===== src/rtl/nw_fill_ctrl.sv =====
// nw_fill_ctrl
// Sequencer for the Needleman-Wunsch matrix fill. It first writes the
// border (row 0, then column 0) of the (N+1)x(N+1) score/arrow RAM. It then
// walks every inner cell (i,j) in row-major order. For each cell it fetches
// the diag, up and left scores, hands them to the max-cell unit, waits for
// its result, and writes {arrow, score} back.
//
// Ports
//   clk, rst          clock, asynchronous active-high reset
//   start             one-cycle request to begin a fill (ignored unless idle)
//   busy, done, err   fill in progress / end-of-fill pulse / max-cell timeout
//   final_score       score of cell (N,N), valid from done
//   seqa_addr/char_a  sequence A index i-1 and symbol (1-cycle read latency)
//   seqb_addr/char_b  sequence B index j-1 and symbol (1-cycle read latency)
//   ram_*             score RAM port, synchronous read, data {arrow, score}
//   mx_*              max-cell unit operands, clear, result and valid flag
module nw_fill_ctrl #(
    parameter int N           = 8,
    parameter int ADDR_W      = 8,
    parameter int GAP_SCORE   = -2,
    parameter int MAX_TIMEOUT = 8
) (
    input  logic              clk,
    input  logic              rst,
    input  logic              start,
    output logic              busy,
    output logic              done,
    output logic              err,
    output logic [8:0]        final_score,
    output logic [3:0]        seqa_addr,
    output logic [3:0]        seqb_addr,
    input  logic [1:0]        char_a,
    input  logic [1:0]        char_b,
    output logic [ADDR_W-1:0] ram_addr,
    output logic              ram_we,
    output logic [11:0]       ram_wdata,
    input  logic [11:0]       ram_rdata,
    output logic              mx_clr,
    output logic              mx_value,
    output logic [8:0]        mx_diag,
    output logic [8:0]        mx_up,
    output logic [8:0]        mx_lx,
    input  logic [8:0]        mx_max,
    input  logic [2:0]        mx_symbol,
    input  logic              mx_calc
);

    localparam int TO_W = (MAX_TIMEOUT > 1) ? $clog2(MAX_TIMEOUT) : 1;
    localparam logic [3:0]        LAST_IDX = 4'(N);
    localparam logic [ADDR_W-1:0] STRIDE   = ADDR_W'(N + 1);
    localparam logic [8:0]        GAP9     = 9'(GAP_SCORE);
    localparam logic [TO_W-1:0]   TO_LAST  = TO_W'(MAX_TIMEOUT - 1);

    typedef enum logic [3:0] {
        S_IDLE, S_INIT_ROW, S_INIT_COL, S_RD_D, S_RD_U,
        S_RD_L, S_LAT, S_WAIT, S_WR, S_DONE
    } state_t;

    state_t            state_q, state_d;
    logic [3:0]        i_q, j_q;
    logic [ADDR_W-1:0] addr_q;
    logic [8:0]        acc_q;
    logic [TO_W-1:0]   to_q;
    logic [11:0]       res_q;
    logic [8:0]        diag_q, up_q, lx_q;
    logic              value_q;
    logic              err_q;
    logic [8:0]        final_q;
    logic              lastCell;
    logic              unused_rdata;

    // Only the score field of a neighbour is needed as an operand.
    assign unused_rdata = ^ram_rdata[11:9];
    assign lastCell     = (i_q == LAST_IDX) && (j_q == LAST_IDX);

    assign err         = err_q;
    assign final_score = final_q;
    assign mx_value    = value_q;
    assign mx_diag     = diag_q;
    assign mx_up       = up_q;
    assign mx_lx       = lx_q;

    // State register.
    always_ff @(posedge clk or posedge rst) begin
        if (rst) state_q <= S_IDLE;
        else     state_q <= state_d;
    end

    // Next state plus the outputs that are pure functions of state and
    // counters. addr_q always holds the current cell; the three neighbour
    // addresses are fixed offsets from it, so no multiply is needed.
    always_comb begin
        state_d   = state_q;
        busy      = 1'b0;
        done      = 1'b0;
        ram_we    = 1'b0;
        ram_addr  = '0;
        ram_wdata = '0;
        mx_clr    = 1'b0;
        seqa_addr = '0;
        seqb_addr = '0;
        case (state_q)
            S_IDLE: begin
                if (start) state_d = S_INIT_ROW;
            end
            S_INIT_ROW: begin
                busy      = 1'b1;
                ram_we    = 1'b1;
                ram_addr  = addr_q;
                ram_wdata = {(j_q == 4'd0) ? 3'b000 : 3'b100, acc_q};
                if (j_q == LAST_IDX) state_d = S_INIT_COL;
            end
            S_INIT_COL: begin
                busy      = 1'b1;
                ram_we    = 1'b1;
                ram_addr  = addr_q;
                ram_wdata = {3'b010, acc_q};
                if (i_q == LAST_IDX) state_d = S_RD_D;
            end
            S_RD_D, S_RD_U, S_RD_L, S_LAT, S_WAIT, S_WR: begin
                busy      = 1'b1;
                seqa_addr = i_q - 4'd1;
                seqb_addr = j_q - 4'd1;
                case (state_q)
                    S_RD_D: begin
                        ram_addr = addr_q - STRIDE - ADDR_W'(1);
                        state_d  = S_RD_U;
                    end
                    S_RD_U: begin
                        ram_addr = addr_q - STRIDE;
                        state_d  = S_RD_L;
                    end
                    S_RD_L: begin
                        ram_addr = addr_q - ADDR_W'(1);
                        state_d  = S_LAT;
                    end
                    S_LAT: begin
                        mx_clr  = 1'b1;
                        state_d = S_WAIT;
                    end
                    S_WAIT: begin
                        if (mx_calc)               state_d = S_WR;
                        else if (to_q == TO_LAST)  state_d = S_DONE;
                    end
                    default: begin
                        ram_we    = 1'b1;
                        ram_addr  = addr_q;
                        ram_wdata = res_q;
                        state_d   = lastCell ? S_DONE : S_RD_D;
                    end
                endcase
            end
            S_DONE: begin
                done    = 1'b1;
                state_d = S_IDLE;
            end
            default: state_d = S_IDLE;
        endcase
    end

    // Datapath: border accumulator, cell counters and address, operand
    // latches, WAIT timeout and the captured max-cell result. The result is
    // captured on the accepting WAIT cycle so the write does not depend on
    // the unit holding its outputs for another cycle.
    always_ff @(posedge clk or posedge rst) begin
        if (rst) begin
            i_q     <= '0;
            j_q     <= '0;
            addr_q  <= '0;
            acc_q   <= '0;
            to_q    <= '0;
            res_q   <= '0;
            diag_q  <= '0;
            up_q    <= '0;
            lx_q    <= '0;
            value_q <= 1'b0;
            err_q   <= 1'b0;
            final_q <= '0;
        end else begin
            case (state_q)
                S_IDLE: begin
                    if (start) begin
                        i_q    <= '0;
                        j_q    <= '0;
                        addr_q <= '0;
                        acc_q  <= '0;
                        err_q  <= 1'b0;
                    end
                end
                S_INIT_ROW: begin
                    if (j_q == LAST_IDX) begin
                        i_q    <= 4'd1;
                        addr_q <= STRIDE;
                        acc_q  <= GAP9;
                    end else begin
                        j_q    <= j_q + 4'd1;
                        addr_q <= addr_q + ADDR_W'(1);
                        acc_q  <= acc_q + GAP9;
                    end
                end
                S_INIT_COL: begin
                    if (i_q == LAST_IDX) begin
                        i_q    <= 4'd1;
                        j_q    <= 4'd1;
                        addr_q <= STRIDE + ADDR_W'(1);
                    end else begin
                        i_q    <= i_q + 4'd1;
                        addr_q <= addr_q + STRIDE;
                        acc_q  <= acc_q + GAP9;
                    end
                end
                S_RD_U: diag_q <= ram_rdata[8:0];
                S_RD_L: up_q   <= ram_rdata[8:0];
                S_LAT: begin
                    lx_q    <= ram_rdata[8:0];
                    value_q <= (char_a == char_b);
                    to_q    <= '0;
                end
                S_WAIT: begin
                    if (mx_calc) begin
                        res_q <= {mx_symbol, mx_max};
                    end else begin
                        to_q <= to_q + TO_W'(1);
                        if (to_q == TO_LAST) err_q <= 1'b1;
                    end
                end
                S_WR: begin
                    if (lastCell) final_q <= res_q[8:0];
                    // Stepping from (i,N) to (i+1,1) moves the address by 2.
                    if (j_q == LAST_IDX) begin
                        j_q    <= 4'd1;
                        i_q    <= i_q + 4'd1;
                        addr_q <= addr_q + ADDR_W'(2);
                    end else begin
                        j_q    <= j_q + 4'd1;
                        addr_q <= addr_q + ADDR_W'(1);
                    end
                end
                default: ;
            endcase
        end
    end

endmodule


===== config.mk =====
export PLATFORM = sky130hd
export DESIGN_NAME = nw_fill_ctrl
export DESIGN_NICKNAME = d
export VERILOG_FILES = /design/src/rtl/nw_fill_ctrl.sv
export SDC_FILE = /design/constraint.sdc
export NUM_CORES = 1
export LEC_CHECK = 0
export ABC_CLOCK_PERIOD_IN_PS = 3760
export CAP_MARGIN = 20
export CORE_AREA = 2 2 97 108
export CTS_BUF_LIST = sky130_fd_sc_hd__clkbuf_4 sky130_fd_sc_hd__clkbuf_8
export CTS_CLUSTER_DIAMETER = 50
export DETAILED_ROUTE_END_ITERATION = 10
export DIE_AREA = 0 0 99 110
export GPL_TIMING_DRIVEN = 0
export PLACE_DENSITY_LB_ADDON = 0.12
export SLEW_MARGIN = 10
export SYNTH_ARGS = -nofsm -noshare
export SYNTH_HDL_FRONTEND = slang
export SYNTH_SLANG_ARGS = --single-unit

===== constraint.sdc =====
create_clock -name clk -period 3.76 [get_ports clk]
set_clock_uncertainty 0.05 [all_clocks]
set_input_delay 0.376 -clock clk [delete_from_list [all_inputs] [get_ports clk]]
set_output_delay 0.376 -clock clk [all_outputs]
set_load 0.03 [all_outputs]

==> impl_metrics.json <==
{
  "status": "finished, final reports clean",
  "drc": 0,
  "intPower_mw": 3.22,
  "yosysTopAreaCell": "dfrtp_1",
  "synthTopCellsByArea": "dfrtp_1 39%, nand2_1 10%, mux2_2 4.6%, a21oi_1 3.0%, nor2_1 3.0%",
  "antenna_found_initial": 0,
  "pre_cts_slack_ns": -0.351,
  "startpoint_type": "flop",
  "rows": 38,
  "clock-root-buffer": "clkbuf_8",
  "max_stage_delay_ns": 0.54,
  "period_share": 0.953,
  "ys_seq_elements": 81,
  "fin_ws_ns": 0.177,
  "tightest_slew_ns": 0.840,
  "htreeDepth": 3,
  "core-area_um2": 9750,
  "first_pass_iters": 7,
  "cap_violations": 0,
  "slowest_stage": "or4_1",
  "synth_area_um2": 5180,
  "cts_buffers": 9,
  "grt.overflow.total": 0,
  "start_util": 0.532,
  "drt_iter0_markers": 338,
  "switching_share": 0.502,
  "p_clk_frac": 0.110,
  "clkLatencyLatePin_ns": 0.36,
  "fin_nets": 771,
  "final_max_slew_viol_count": 0,
  "synth_cell_types": 70,
  "register_area_um2": 2030,
  "fp.dieH_um": 110,
  "fillers": 790,
  "crit_arrival_ns": 3.16,
  "setup_viol": 0,
  "syn_nets": 661,
  "hpwlAfterDp_um": 10900,
  "antennaDiodeCount": 0,
  "finalCriticalPeriod_ns": 3.58,
  "synth_top_area_frac": 0.391,
  "synth.most_common_cell": "nand2_1",
  "cts.sink_count": 81,
  "die_x_um": 99,
  "port_buffers": 98,
  "hp-class": "in2async",
  "ant_nets": 0,
  "drt-total-wl_um": 14900,
  "crit_fanout": 10,
  "synth_edf_count": 0,
  "critPathKind": "reg2out",
  "synth.avg_cell_area_um2": 8.40,
  "clk_pin_slew_worst_paths_ns": 0.09,
  "multi_input_area_um2": 2910,
  "cts_buffer_depth": 2,
  "p_seq_frac": 0.224,
  "area_growth_pct": 26.8,
  "comb_power_share": 0.665,
  "post_cts.repair.setup_buffers": 0,
  "path_cells": "buf_4 > clkinv_2 > ha_1 > clkbuf_1 > nor2b_1 > o311ai_2 > nand3_1 > nor2b_1 > or4_1 > clkbuf_2",
  "final_util": 0.674,
  "synth_flop_cell": "dfrtp_1",
  "ios": 102,
  "place_congestion": 0.952,
  "p_sw_mw": 3.24,
  "hold_viol": 0,
  "grt_max_degree": 43,
  "fin_cells": 851,
  "whs_ns": 0.379,
  "synth_common_cells": "141 x nand2_1, 81 x dfrtp_1, 41 x nor2_1",
  "critPathMostFrequentCell": "nor2b_1",
  "grt_pass1_wl_um": 24300,
  "grt_usage": 0.281,
  "worstPathRequired_ns": 3.33,
  "grt_pass1_vias": 4886,
  "yosys_warnings": 0,
  "vias": 5089,
  "drive_gt1_frac": 0.101,
  "max_freq_ghz": 0.279,
  "die_area_um2": 10900,
  "ir_drop_uv": 630,
  "dp.cells": 836,
  "p_leak_nw": 2.87,
  "via_per_inst": 5.98,
  "powerDensity_nw_per_um2": 984,
  "yosysSeqAreaShare": 0.391,
  "ctsHoldBuffers": 0,
  "syn_inst": 617,
  "cp-end-kind": "primary output",
  "wl_per_cell_um": 17.5,
  "relSlewSlack": 0.431,
  "ys_async_sr_fraction": 1.00,
  "cts_tree": "yes"
}
## cells in the final DEF, fill, tap and decap left out, drive strengths merged, types with 4 or more instances in the layout
master,n
and2,4
and3,6
clkdlybuf4s50,93
nor3,15
nor2b,7
dfrtp,81
a211oi,5
nand3,18
o221ai,7
xor2,6
xnor2,17
mux2,21
o311ai,4
or3,5
a21oi,31
o22a,5
nor3b,4
or4,4
buf,21
o21ai,38
inv,16
o211ai,4
nand2b,13
clkbuf,31
a21o,4
nor2,43
nand2,141
ha,12
a22o,7
a31oi,10
## final timing paths
kind / slack, ns / cells past startpoint / startpoint / to
hold reg to reg: 0.43 / 2 / mx_diag[6] / mx_diag[6]
max in group asynchronous: 2.67 / 3 / rst / mx_lx[7]
hold / removal: 0.38 / 2 / rst / acc_q[8]
setup / recovery: 0.18 / 10 / addr_q[0] / ram_addr[7]
setup reg to reg: 1.22 / 5 / state_q[1] / final_score[3]
min in group clk: 0.43 / 2 / mx_diag[6] / mx_diag[6]
## what timing repair did
action | 4_1_cts | 5_1_grt
endpoints found under the setup margin | 7 | 5
pin swaps | 0 | 1
gates resized for setup | 11 | 14
cloned | 0 | 0
## sequential cells by signal (all words and copies together), names as in the netlist
register,count
res_q,12
final_score,9
mx_diag,9
mx_lx,9
mx_up,9
acc_q,8
addr_q,8
i_q,4
j_q,4
state_q,4
to_q,3
err,1
mx_value,1
## critical path, delay by kind of cell, from the launching register on
family	cells	cell delay, ns
and+or+nand+nor	4	1.07
buffers and inverters	4	0.78
DFF	1	0.40
AOI/OAI and AO/OA	1	0.31
adders and majority gates	1	0.22
## power groups by stage
stage                     clock network [mW]  registers [mW]  logic [mW]
after floorplan                            0            1.70        2.60
after global routing                   0.756            1.49        4.65
after CTS                              0.720            1.45        4.25
after detailed placement                   0            1.46        4.25
final                                  0.713            1.45        4.30
after global placement                     0            1.44        4.19
## cells by family after synthesis
kind of cell    share of synthesized area
mux                                0.0476
compound gates                      0.182
fa+ha+maj                          0.0290
flops                               0.391
simple gates                        0.261
xor+xnor                           0.0389
buf+inv                            0.0509
## stage by stage
step	power, mW	cell area, µm²	setup TNS (ns)
finish	6.47	6570	0
global route	6.90	6570	-0.0128
CTS	6.42	6560	0
detailed placement	5.70	6340	-0.910
global placement	5.63	6310	-11.30
floorplan	4.29	5180	0
## area by class of cell
| class | instances | area share |
|---|---|---|
| inverters | 18 | 0.0109 |
| multi-input cells | 478 | 0.443 |
| plain buffers | 40 | 0.0314 |
| clock buffers | 9 | 0.0188 |
| clock inverters | 6 | 0.0139 |
| well taps | 120 | 0.0228 |
| repair buffers | 99 | 0.151 |
| flip-flops and latches | 81 | 0.308 |
## per-layer routing
metal,GRT usage,share of wire,vias to the layer above
li1,-,-,2389
met1,0.366,0.43,2458
met2,0.463,0.48,214
met3,0.0624,0.070,28
met4,0.107,0.025,0
met5,0,0,-
Power figures use the tool's default switching activity.
